[config.mk]
export PLATFORM = sky130hd
export DESIGN_NAME = uart_tx_flat
export DESIGN_NICKNAME = d
export VERILOG_FILES = /design/src/rtl/uart_tx_if.sv /design/src/rtl/uart_tx.sv /design/src/flat_wrapper.sv
export SDC_FILE = /design/constraint.sdc
export NUM_CORES = 1
export LEC_CHECK = 0
export BUFFER_PORTS_ARGS = -buffer_cell sky130_fd_sc_hd__buf_2
export CAP_MARGIN = 20
export CORE_ASPECT_RATIO = 1.25
export CORE_MARGIN = 1.5
export CORE_UTILIZATION = 50
export CTS_BUF_LIST = sky130_fd_sc_hd__clkbuf_8
export CTS_CLUSTER_DIAMETER = 30
export DETAILED_ROUTE_END_ITERATION = 12
export PLACE_DENSITY_LB_ADDON = 0.2
export SLEW_MARGIN = 20
export SYNTH_ARGS = -nofsm -noshare
export SYNTH_HDL_FRONTEND = slang
export SYNTH_SLANG_ARGS = --single-unit
[constraint.sdc]
create_clock -name clk -period 2 [get_ports clk]
set_clock_uncertainty 0.1 [all_clocks]
set_input_delay 0.4 -clock clk [delete_from_list [all_inputs] [get_ports clk]]
set_output_delay 0.4 -clock clk [all_outputs]
set_load 0.05 [all_outputs]
[src/rtl/uart_tx_if.sv]
// uart_tx_if: byte handshake between a byte source and the UART transmitter.
//   data_in     byte to send, sampled only when data_valid && data_ready
//   data_valid  source has a byte on data_in
//   data_ready  transmitter holding register is empty
// Modports: master = byte source, slave = transmitter.
interface uart_tx_if;
   logic [7:0] data_in;
   logic       data_valid;
   logic       data_ready;

   modport master (
      output data_in,
      output data_valid,
      input  data_ready
   );

   modport slave (
      input  data_in,
      input  data_valid,
      output data_ready
   );
endinterface

[src/rtl/uart_tx.sv]
// uart_tx: 8N1 UART transmitter, parallel byte in, serial line out, LSB first.
// A one-byte holding register lets the next byte queue during a frame so that
// consecutive frames go out with no idle gap.
//
// Parameters:
//   BAUD_RATE   line bit rate in bits/s
//   CLOCK_MHZ   clk frequency in Hz (name matches the receiver)
// Ports:
//   clk    system clock, all logic on posedge
//   rst_n  asynchronous active-low reset
//   bus    byte handshake (uart_tx_if.slave): data_in, data_valid, data_ready
//   tx     serial line, idle high, registered
//   busy   frame in progress
//   done   one-cycle pulse after the last cycle of each stop bit
// Build option:
//   UART_TX_PARITY_EN  inserts an even-parity bit after data bit 7 (8E1 frame).
module uart_tx #(
   parameter int unsigned BAUD_RATE = 9600,
   parameter int unsigned CLOCK_MHZ = 10_000_000
) (
   input  logic       clk,
   input  logic       rst_n,
   uart_tx_if.slave   bus,
   output logic       tx,
   output logic       busy,
   output logic       done
);

   localparam int unsigned CLOCKS_PER_BIT = CLOCK_MHZ / BAUD_RATE;
   localparam int unsigned CNT_W = (CLOCKS_PER_BIT > 1) ? $clog2(CLOCKS_PER_BIT) : 1;
   localparam logic [CNT_W-1:0] BIT_LAST = CNT_W'(CLOCKS_PER_BIT - 1);

   typedef enum logic [2:0] {
      StIdle,
      StStart,
      StData,
`ifdef UART_TX_PARITY_EN
      StParity,
`endif
      StStop
   } state_e;

   state_e           state;
   logic [CNT_W-1:0] baud_cnt;
   logic [2:0]       bit_idx;
   logic [7:0]       shift_reg;
   logic [7:0]       hold_reg;
   logic             hold_full;
   logic             bit_end;

   assign bus.data_ready = ~hold_full;
   assign bit_end        = (baud_cnt == BIT_LAST);

   always_ff @(posedge clk or negedge rst_n) begin
      if (!rst_n) begin
         state     <= StIdle;
         baud_cnt  <= '0;
         bit_idx   <= '0;
         shift_reg <= '0;
         hold_reg  <= '0;
         hold_full <= 1'b0;
         tx        <= 1'b1;
         busy      <= 1'b0;
         done      <= 1'b0;
      end else begin
         done <= 1'b0;

         // Acceptance and unloading never share an edge: ready is low while full.
         if (bus.data_valid && !hold_full) begin
            hold_reg  <= bus.data_in;
            hold_full <= 1'b1;
         end

         case (state)
            StIdle: begin
               tx       <= 1'b1;
               baud_cnt <= '0;
               bit_idx  <= '0;
               if (hold_full) begin
                  shift_reg <= hold_reg;
                  hold_full <= 1'b0;
                  tx        <= 1'b0;
                  busy      <= 1'b1;
                  state     <= StStart;
               end
            end

            StStart: begin
               if (bit_end) begin
                  baud_cnt <= '0;
                  bit_idx  <= '0;
                  tx       <= shift_reg[0];
                  state    <= StData;
               end else begin
                  baud_cnt <= baud_cnt + 1'b1;
               end
            end

            StData: begin
               if (bit_end) begin
                  baud_cnt <= '0;
                  if (bit_idx == 3'd7) begin
`ifdef UART_TX_PARITY_EN
                     tx    <= ^shift_reg;
                     state <= StParity;
`else
                     tx    <= 1'b1;
                     state <= StStop;
`endif
                  end else begin
                     bit_idx <= bit_idx + 3'd1;
                     tx      <= shift_reg[bit_idx + 3'd1];
                  end
               end else begin
                  baud_cnt <= baud_cnt + 1'b1;
               end
            end

`ifdef UART_TX_PARITY_EN
            StParity: begin
               if (bit_end) begin
                  baud_cnt <= '0;
                  tx       <= 1'b1;
                  state    <= StStop;
               end else begin
                  baud_cnt <= baud_cnt + 1'b1;
               end
            end
`endif

            StStop: begin
               if (bit_end) begin
                  baud_cnt <= '0;
                  bit_idx  <= '0;
                  done     <= 1'b1;
                  if (hold_full) begin
                     // Queued byte starts on the very next cycle: no idle gap.
                     shift_reg <= hold_reg;
                     hold_full <= 1'b0;
                     tx        <= 1'b0;
                     state     <= StStart;
                  end else begin
                     tx    <= 1'b1;
                     busy  <= 1'b0;
                     state <= StIdle;
                  end
               end else begin
                  baud_cnt <= baud_cnt + 1'b1;
               end
            end

            default: begin
               state    <= StIdle;
               tx       <= 1'b1;
               busy     <= 1'b0;
               baud_cnt <= '0;
               bit_idx  <= '0;
            end
         endcase
      end
   end

endmodule

[src/flat_wrapper.sv]
// flat-port wrapper written by rule: the top's interface ports become plain ports
module uart_tx_flat 
#(
   parameter int unsigned BAUD_RATE = 9600,
   parameter int unsigned CLOCK_MHZ = 10_000_000
)
  (clk, rst_n, tx, busy, done, bus_data_in, bus_data_valid, bus_data_ready);
  uart_tx_if bus_i ();
  input  logic clk;
  input  logic rst_n;
  output logic tx;
  output logic busy;
  output logic done;
  input wire logic [$bits(bus_i.data_in)-1:0] bus_data_in;
  input wire logic [$bits(bus_i.data_valid)-1:0] bus_data_valid;
  output wire logic [$bits(bus_i.data_ready)-1:0] bus_data_ready;
  assign bus_i.data_in = bus_data_in;
  assign bus_i.data_valid = bus_data_valid;
  assign bus_data_ready = bus_i.data_ready;
  uart_tx #(.BAUD_RATE(BAUD_RATE), .CLOCK_MHZ(CLOCK_MHZ)) u_core (.clk(clk), .rst_n(rst_n), .bus(bus_i), .tx(tx), .busy(busy), .done(done));
endmodule
==> reports/metrics.cfg <==
[finish]
nFillCells=284
syn2layout_area_growth_pct=17.0
fin_util_pct=61.6
drive_above_1_share_pct=37.1
largest_reg_flops=11
finish.net_count=197
num_antenna_cells=0

[clock_tree]
cts_max_level=2
clkTransAtPathRegs_ns=0.07
insertion_delay_ns=0.29
clockBufferDepth=2
cts_made_buffers=5
cts_tree=yes
cts.sinks=36
clockRootBuffer=clkbuf_8

[logic_synthesis]
synth_cells=150
syn_area_per_cell_um2=12.2
synth_top_area_share_pct=47.8
synth_seq_area_share_pct=49.2
synthTopCellsByCount=dfrtp_1, nor2_1, mux2_2
synth_top_family_by_area=multiplexers
synth-main-ff-cell=dfrtp_1
post_synth_xor_area_fraction_pct=4.30
synthAdderAreaFrac_pct=6.14
ys_warn_count=0
synth.most_common_cell=dfrtp_1
synth-simple-area-share_pct=14.4
async_flop_share_pct=100
yosys.area.top_type=dfrtp_1
ys_types=40
synth-seq-cells=36
synth_edf_count=0
synth-compound-area-share_pct=6.76
syn_nets=170
synth_mux_area_share_pct=16.2
synth.top_cells.by_area=dfrtp_1, mux2_4, ha_1
syn-cell-area_um2=1830

[setup_path]
crit_type=reg -> reg
critPathArrivalTime_ns=2.05
critical_path_peak_fanout=3
end_kind=register
startpoint_type=register
critPathRequiredTime_ns=2.12

[status]
run_status=finished clean

[routing]
first_pass_iters=5
vias=1217
drt-total-wl_um=3290
dr_wl_met2_um=1640
first_iter_violations=25
m1WireLength_um=1450
highest_layer=met4
viasPerCell=5.61
remaining_drc_errors=0
wire_per_inst_um=15.2
ant_nets=0
wl_met3_um=107

[die]
io_pins=15
rows=24
die_y_um=70.7
dieArea_um2=4040
core_um2=3480
start_util_pct=52.6
die_x_um=57.2

[power]
leakage_nw=0.999
pwr-share-comb_pct=41.6
peakVddDrop_uv=929
power.internal_w=0.00202
seqPwrFrac_pct=38.2
p_total_w=0.00309
p_switching_w=0.00107
cellPowerDensity_nw_per_um2=1440
clockPowerShare_pct=20.3
sw_frac_of_total_pct=34.5

[placed_design]
hpwl_um=2320
place_congestion=0.822
post-place-ws_ns=-0.0263
port_buffers=14

[worst_hold_path]
hold_path.class=in -> async

[job]
max_cap_violations=0

[timing]
worst_pin_slew_ns=0.442
rsz0062_at_grt=no
hold_viol=0
final.min_clock_period_ns=1.93
setup_slack_ns=0.0745
holdWs_ns=0.0387
setup_viol=0
drv_slew=0
max_freq_ghz=0.519
slew_headroom_pct=70.6
period_share_pct=96.3

[global_routing]
grt_pass1_wl_um=5480
antenna_found_initial=0
grt_max_degree=37
track_usage_pct=17.7
gr-total-overflow=0
first_global_vias=1221

==> routing by layer <==
| metal | track usage [%] | vias to the layer above |
|---|---|---|
| li1 | - | 585 |
| met1 | 22.3 | 601 |
| met2 | 27.6 | 24 |
| met3 | 5.12 | 7 |
| met4 | 9.04 | 0 |
| met5 | 0 | - |
==> kinds of logic after synthesis <==
family          after synthesis
flops                        36
fa+ha+maj                     9
compound gates               15
xor+xnor                      9
buf+inv                      12
simple gates                 47
mux                          22
==> layout by cell type, fill, tap and decap left out, types with 2 or more instances in the layout <==
cell / instances
nand4_1: 4
nand3_1: 4
ha_4: 2
dfrtp_1: 35
inv_1: 9
nor2_1: 15
xnor2_1: 4
buf_2: 14
o21ai_0: 2
o22a_1: 2
ha_1: 7
xor2_1: 5
nor3_2: 2
buf_4: 10
mux2_2: 10
nor2b_1: 2
nand2_1: 8
nor3_1: 3
a21oi_1: 2
mux2i_1: 2
mux4_2: 2
a22o_1: 2
mux2_4: 8
clkbuf_8: 5
==> per-stage QoR <==
stage,cells,area (µm²),setup TNS [ns]
floorplan,150,1830,0
global placement,208,2000,0
detailed placement,208,2000,-0.0263
CTS,216,2120,0
global route,217,2140,0
finish,217,2140,0
==> timing repair <==
action / in CTS / in global routing
gates resized for setup: 1 / 4
endpoints found under the setup margin: 1 / 11
gates cloned: 0 / 0
pin swaps: 0 / 2
hold buffers: 0 / 0
buffers inserted: 0 / 1
==> critical path, cell delays in order (launching register included) <==
cell      delay (ns)
dfrtp_1         0.41
ha_4            0.30
mux4_2          0.49
mux2i_1         0.16
o221ai_1        0.12
mux2_2          0.27
==> worst paths after layout <==
path | cells past startpoint | to | startpoint | slack (ns)
max in group asynchronous | 2 | u_core.tx | rst_n | 1.42
min in group clk | 2 | u_core.hold_reg[0] | bus_data_in[0] | 0.24
min reg2reg | 1 | u_core.shift_reg[4] | u_core.hold_reg[4] | 0.40
max reg2reg | 5 | u_core.tx | u_core.bit_idx[0] | 0.07
max | 5 | u_core.tx | u_core.bit_idx[0] | 0.07
min | 2 | u_core.state[1] | rst_n | 0.04
==> power by group through the flow <==
| stage | Combinational, W | Clock [W] | Sequential [W] |
|---|---|---|---|
| 2_1_floorplan | 0.000938 | 0 | 0.00121 |
| 3_3_place_gp | 0.00123 | 0 | 0.00118 |
| 3_5_place_dp | 0.00127 | 0 | 0.00119 |
| 4_1_cts | 0.00128 | 0.000635 | 0.00118 |
| 5_1_grt | 0.00140 | 0.000671 | 0.00121 |
| 6_report | 0.00128 | 0.000626 | 0.00118 |
==> final cells by class <==
type                    instances  area, µm²  share of cell area (%)
clock buffers                   5       68.8                    3.21
clock inverters                 3       38.8                    1.81
repair buffers                 24        145                    6.77
multi-input cells             102        911                    42.5
flip-flops and latches         36        902                    42.1
well taps                      39       48.8                    2.28
inverters                       8       30.0                    1.40
Note: power is estimated with default switching activity, not from simulation.
